$ cat src/rtl/pipe_seq_ctrl.sv
// pipe_seq_ctrl: host command sequencer that loads, reads and runs a pipeline.
// Define PC_BREAK_EN to stop RUN when PC hits the command address (rsp_err=1).
module pipe_seq_ctrl #(
   parameter int CNT_W = 16
) (
   input  logic             clk,
   input  logic             reset,
   input  logic             cmd_valid,
   output logic             cmd_ready,
   input  logic [2:0]       cmd_op,
   input  logic [8:0]       cmd_addr,
   input  logic [63:0]      cmd_data,
   input  logic [CNT_W-1:0] cmd_count,
   output logic             rsp_valid,
   input  logic             rsp_ready,
   output logic [63:0]      rsp_data,
   output logic             rsp_err,
   input  logic             run_abort,
   output logic             pipe_en,
   output logic             imem_we,
   output logic             imem_re,
   output logic [8:0]       imem_addr,
   output logic [31:0]      imem_data,
   output logic             dmem_we,
   output logic             dmem_re,
   output logic [7:0]       dmem_addr,
   output logic [63:0]      dmem_data,
   output logic             reg_re,
   output logic [3:0]       reg_addr,
   input  logic [63:0]      dmem_out,
   input  logic [63:0]      reg_out,
   input  logic [8:0]       PC
);

   localparam logic [2:0] OP_NOP = 3'd0;
   localparam logic [2:0] OP_IMW = 3'd1;
   localparam logic [2:0] OP_DMW = 3'd2;
   localparam logic [2:0] OP_RRD = 3'd3;
   localparam logic [2:0] OP_DRD = 3'd4;
   localparam logic [2:0] OP_RUN = 3'd5;

   typedef enum logic [2:0] {
      IDLE, WRITE, RD_ADDR, RD_CAP, RUN, RESP
   } state_t;

   state_t           state, state_nx;
   logic [2:0]       op_q;
   logic [8:0]       addr_q;
   logic [63:0]      data_q;
   logic [CNT_W-1:0] count_q, cnt_q, cnt_nx, cnt_inc;
   logic [63:0]      rsp_q, rsp_nx;
   logic             err_q, err_nx;
   logic             accept, brk, stop;

   assign cmd_ready = reset && (state == IDLE);
   assign accept    = cmd_valid && cmd_ready;
   assign imem_re   = 1'b0;
   assign cnt_inc   = cnt_q + CNT_W'(1);

`ifdef PC_BREAK_EN
   assign brk = (PC == addr_q);
`else
   assign brk = 1'b0;
`endif

   assign stop = (cnt_inc == count_q) || run_abort || brk;

   always_ff @(posedge clk) begin
      if (!reset) begin
         state   <= IDLE;
         op_q    <= '0;
         addr_q  <= '0;
         data_q  <= '0;
         count_q <= '0;
         cnt_q   <= '0;
         rsp_q   <= '0;
         err_q   <= 1'b0;
      end else begin
         state <= state_nx;
         cnt_q <= cnt_nx;
         rsp_q <= rsp_nx;
         err_q <= err_nx;
         if (accept) begin
            op_q    <= cmd_op;
            addr_q  <= cmd_addr;
            data_q  <= cmd_data;
            count_q <= cmd_count;
         end
      end
   end

   always_comb begin
      state_nx  = state;
      cnt_nx    = cnt_q;
      rsp_nx    = rsp_q;
      err_nx    = err_q;
      pipe_en   = 1'b0;
      imem_we   = 1'b0;
      imem_addr = '0;
      imem_data = '0;
      dmem_we   = 1'b0;
      dmem_re   = 1'b0;
      dmem_addr = '0;
      dmem_data = '0;
      reg_re    = 1'b0;
      reg_addr  = '0;
      rsp_valid = 1'b0;
      rsp_data  = '0;
      rsp_err   = 1'b0;
      unique case (state)
         IDLE: begin
            if (accept) begin
               cnt_nx = '0;
               rsp_nx = '0;
               err_nx = 1'b0;
               unique case (1'b1)
                  (cmd_op == OP_NOP): state_nx = RESP;
                  (cmd_op == OP_IMW),
                  (cmd_op == OP_DMW): state_nx = WRITE;
                  (cmd_op == OP_RRD),
                  (cmd_op == OP_DRD): state_nx = RD_ADDR;
                  (cmd_op == OP_RUN): begin
                     if (cmd_count == '0) begin
                        rsp_nx   = {55'd0, PC};
                        state_nx = RESP;
                     end else begin
                        state_nx = RUN;
                     end
                  end
                  default: begin
                     err_nx   = 1'b1;
                     state_nx = RESP;
                  end
               endcase
            end
         end
         WRITE: begin
            if (op_q == OP_IMW) begin
               imem_we   = 1'b1;
               imem_addr = addr_q;
               imem_data = data_q[31:0];
            end else begin
               dmem_we   = 1'b1;
               dmem_addr = addr_q[7:0];
               dmem_data = data_q;
            end
            state_nx = RESP;
         end
         RD_ADDR, RD_CAP: begin
            if (op_q == OP_RRD) begin
               reg_re   = 1'b1;
               reg_addr = addr_q[3:0];
            end else begin
               dmem_re   = 1'b1;
               dmem_addr = addr_q[7:0];
            end
            if (state == RD_CAP) begin
               rsp_nx   = (op_q == OP_RRD) ? reg_out : dmem_out;
               state_nx = RESP;
            end else begin
               state_nx = RD_CAP;
            end
         end
         RUN: begin
            pipe_en = 1'b1;
            cnt_nx  = cnt_inc;
            // cnt_inc already includes the cycle that is ending now
            if (stop) begin
               rsp_nx   = {32'(cnt_inc), 23'd0, PC};
               err_nx   = brk;
               state_nx = RESP;
            end
         end
         RESP: begin
            rsp_valid = 1'b1;
            rsp_data  = rsp_q;
            rsp_err   = err_q;
            if (rsp_ready) state_nx = IDLE;
         end
         default: state_nx = IDLE;
      endcase
   end

endmodule

$ cat config.mk
export PLATFORM = sky130hd
export DESIGN_NAME = pipe_seq_ctrl
export DESIGN_NICKNAME = d
export VERILOG_FILES = /design/src/rtl/pipe_seq_ctrl.sv
export SDC_FILE = /design/constraint.sdc
export NUM_CORES = 1
export LEC_CHECK = 0
export CELL_PAD_IN_SITES_DETAIL_PLACEMENT = 1
export CELL_PAD_IN_SITES_GLOBAL_PLACEMENT = 1
export CORE_ASPECT_RATIO = 1.2
export CORE_MARGIN = 5
export CORE_UTILIZATION = 32
export DETAILED_ROUTE_END_ITERATION = 7
export GPL_TIMING_DRIVEN = 0
export PLACE_DENSITY = 0.95
export SETUP_SLACK_MARGIN = 0.05
export SYNTH_ARGS = -nofsm -noshare
export SYNTH_HDL_FRONTEND = slang
export SYNTH_SLANG_ARGS = --single-unit
$ cat constraint.sdc
create_clock -name clk -period 5.2 [get_ports clk]
set_input_delay 1.04 -clock clk [delete_from_list [all_inputs] [get_ports clk]]
set_output_delay 1.04 -clock clk [all_outputs]
set_load 0.1 [all_outputs]
==> reports/summary.txt, run 1 <==
Avg WL per Cell = 21.0 um
most common cell after layout, fill and taps aside = clkdlybuf4s50_1
Rel. slew slack = 28.0%
nets@finish = 1907
CTS sink count = 176
final hold violation count = 0
DR vias/cell = 5.11
overall die area = 33500 um2
Worst R2R Start = state[2]$_SDFFE_PN0P_
Synth top area share = 36.7%
hpwl dp = 34.8 mm
Worst EP required = 4.16 ns
DRT iter0 DRCs = 525
remaining global-route overflow = 0
initial antenna violation count = 2
capturing point of the worst reg2reg path = count_q[1]$_SDFFE_PN0P_
status = finished with violations
TritonCTS buffer count = 17
Placer Congestion = 0.910
pwr/cell area = 276 nW/um2
clock latency on the worst-skew pair = 0.44 ns
Residual DRC = 2
Crit-path slowest cell = clkdlybuf4s50_1
worst vdd ir = 0.000193 V
Netlist Area Pre-Place = 9590 um2
Seq/Total Area, Yosys = 36.7%
TNS Setup = 0 ns
dpl ws = 0.100 ns
crit path from = state[1]$_SDFFE_PN0P_
GRT Util Overall = 24.7%
max_cap viols = 0
critical path type = flop to output port
CTS root buf = clkbuf_16
Synth area leaders = dfxtp_1 (37%), nand2_1 (12%), and2_1 (11%)
core area = 29600 um2
fmax = 0.204 GHz
hold depth = 2
first-pass iteration count of the detailed router = 8
Synth Instances = 1232
Rows = 69
#FFs+latches synth = 176
Synth warnings = 0
Yosys top cell by area = dfxtp_1
reg2reg setup slack = 1.70 ns
Layout Skew = 0.0135 ns
vias in the first global route = 11800
unrepaired setup endpoints after global routing = false
post-CTS setup buffer count = 0
num ports = 424
post-route worst setup slack = 0.298 ns
Startpoint Class = flop
crit end category = output port
fillers = 3566
final setup fails = 0
Hold Path Sink = data_q[34]$_SDFFE_PN0P_
CTS tree = yes
routed vias = 10600
drt total wl = 43.6 mm
most frequent cells in the layout = clkdlybuf4s50_1 (384), nand2_1 (319), and2_1 (176), dfxtp_1 (176), o21ai_0 (121)
Tmin final = 4.90 ns
Post-synth top flop = dfxtp_1
syn_nets = 1467
DIE HEIGHT = 200 um
CP dominant cell by count = clkbuf_1
dominant delay contributor by cell family on the critical path = buffers and inverters
R2R depth = 9
crit path max fanout = 10
number of hold buffers added after CTS = 0
Total Power = 4.14 mW
leak pwr = 6.24 nW
Synth async-reset ratio = 0%
Levels on crit path = 5
count of cell types in the netlist = 60
WP data arrival = 3.86 ns
Hold Path Origin = data_q[34]$_SDFFE_PN0P_
Starting Density = 32.4%
number of synthesized flops with an enable pin = 0
failing checks = DRC
Hold Crit Class = flop to flop
Worst Tran Pin Value = 1.08 ns
slowest stage delay, CP = 1.26 ns
Slew Viols, Final = 0
H-tree depth = 4
Die X-Extent = 168 um
I/O Buffers = 421
pin count of the biggest net entering global routing = 19
clock-pin slew on the worst setup and hold paths = 0.08 ns
Mapped Avg Cell Area = 7.78 um2
global-route wire length before repair = 65.4 mm
Routed Antenna Nets = 0
Max clock buf depth = 2
Layout area overhead = 56.5%
crit-path cells = clkbuf_1, and3_1, clkbuf_1, buf_1, clkdlybuf4s50_1
Tcrit/Tclk final = 94.3%
number of buffers and inverters on the critical path = 4
ratio of cells with drive above 1 in the final layout = 4.51%
[per-layer routing]
layer  part of all wire, %  GRT usage [%]
met5                 0.025              0
met4                   3.2           8.75
met3                   7.4           7.82
met2                    51           45.6
met1                    39           26.5
[power by group]
part / internal (mW) / switching [mW] / total, mW
Sequential: 1.45 / 0.0833 / 1.54
Combinational: 0.463 / 0.762 / 1.22
Clock: 0.738 / 0.640 / 1.38
[synth_stat cells (2+ instances only)]
master and instances:
buf_12 6, a31oi_1 3, a222oi_1 9, o31a_1 2, nand3b_1 2, dfxtp_1 176, inv_1 2, a211oi_1 2
nand2_1 319, and3_1 9, nand3_1 6, nor4_1 6, o21ai_0 121, clkbuf_1 75, buf_1 8, buf_2 11
nand4_1 4, nor3_1 10, nand2b_1 13, o211ai_1 2, a22oi_1 11, and2_1 176, mux2i_1 67, xnor2_1 17
or3_1 4, o2111ai_1 2, o21a_1 2, buf_6 2, and4_1 3, nor2_1 25, a22o_1 47, a21boi_0 3
a21oi_1 17, o21ai_1 2, buf_4 6, nor2b_1 24, nand4_4 2, nor3b_1 4, xor2_1 11
[stage by stage]
step                      std cells  hold slack (ns)  instance area [um2]  util, %
after global routing           2076            0.484                15000     50.7
after CTS                      2075            0.461                14900     50.4
after detailed placement       2043            0.448                14300     48.3
after global placement         2043            0.439                14300     48.3
after floorplan                1232            0.431                 9590        -
final                          2077            0.458                15000     50.7
[sequential cells by signal (all words and copies together), names as in the netlist]
register	flops
data_q	64
rsp_q	64
cnt_q	16
count_q	16
addr_q	9
op_q	3
state	3
err_q	1
[repair_timing]
| item | 4_1_cts | 5_1_grt |
|---|---|---|
| pin swaps | 0 | 0 |
| endpoints found under the setup margin | 45 | 36 |
| resized for setup | 18 | 34 |
[logic make-up (layout without fill, tap and decap cells)]
| kind of cell | count (synthesis) | count (layout) | share of synthesized area (%) |
|---|---|---|---|
| flops | 176 | 176 | 36.7 |
| compound gates | 231 | 231 | 15.5 |
| fa+ha+maj | 1 | 1 | 0.130 |
| simple gates | 615 | 615 | 32.1 |
| other cells | 1 | 3 | 0.0391 |
| buf+inv | 113 | 566 | 5.99 |
| mux | 67 | 67 | 6.99 |
| xor+xnor | 28 | 28 | 2.56 |
[worst reg2reg max path, delay by kind of cell (launching register included)]
family	cells	cell delay (ns)
AOI/OAI and AO/OA	1	0.12
buffers and inverters	5	2.25
DFF	1	0.30
and+or+nand+nor	3	0.74
[final cells by class]
class | instances | area (um2) | area share, %
repair buffers | 421 | 4290 | 28.6
clock inverters | 15 | 190 | 1.27
diodes | 2 | 5.00 | 0.0334
well taps | 390 | 488 | 3.25
multi-input cells | 943 | 5500 | 36.6
inverters | 4 | 15.0 | 0.100
flip-flops and latches | 176 | 3520 | 23.5
clock buffers | 17 | 425 | 2.84
plain buffers | 109 | 566 | 3.77
[how the worst max path moves through the flow]
stage / to / slack, ns
5_1_grt: rsp_data[34] / 0.05
4_1_cts: reg_re / 0.07
6_report: dmem_re / 0.30
3_5_place_dp: reg_addr[2] / 0.1
2_1_floorplan: reg_addr[0] / 1.07
3_3_place_gp: reg_addr[2] / 0.14
Note: power is estimated with default switching activity, not from simulation.
==> inputs of run 2 (changes only) <==
--- a/config.mk
+++ b/config.mk
@@ -12,6 +12,7 @@
 export CORE_UTILIZATION = 32
 export DETAILED_ROUTE_END_ITERATION = 7
 export GPL_TIMING_DRIVEN = 0
+export HOLD_SLACK_MARGIN = 0.1
 export PLACE_DENSITY = 0.95
 export SETUP_SLACK_MARGIN = 0.05
 export SYNTH_ARGS = -nofsm -noshare
==> results of run 2 <==
The final DEF is identical to that of run 1; final timing and power are the same.
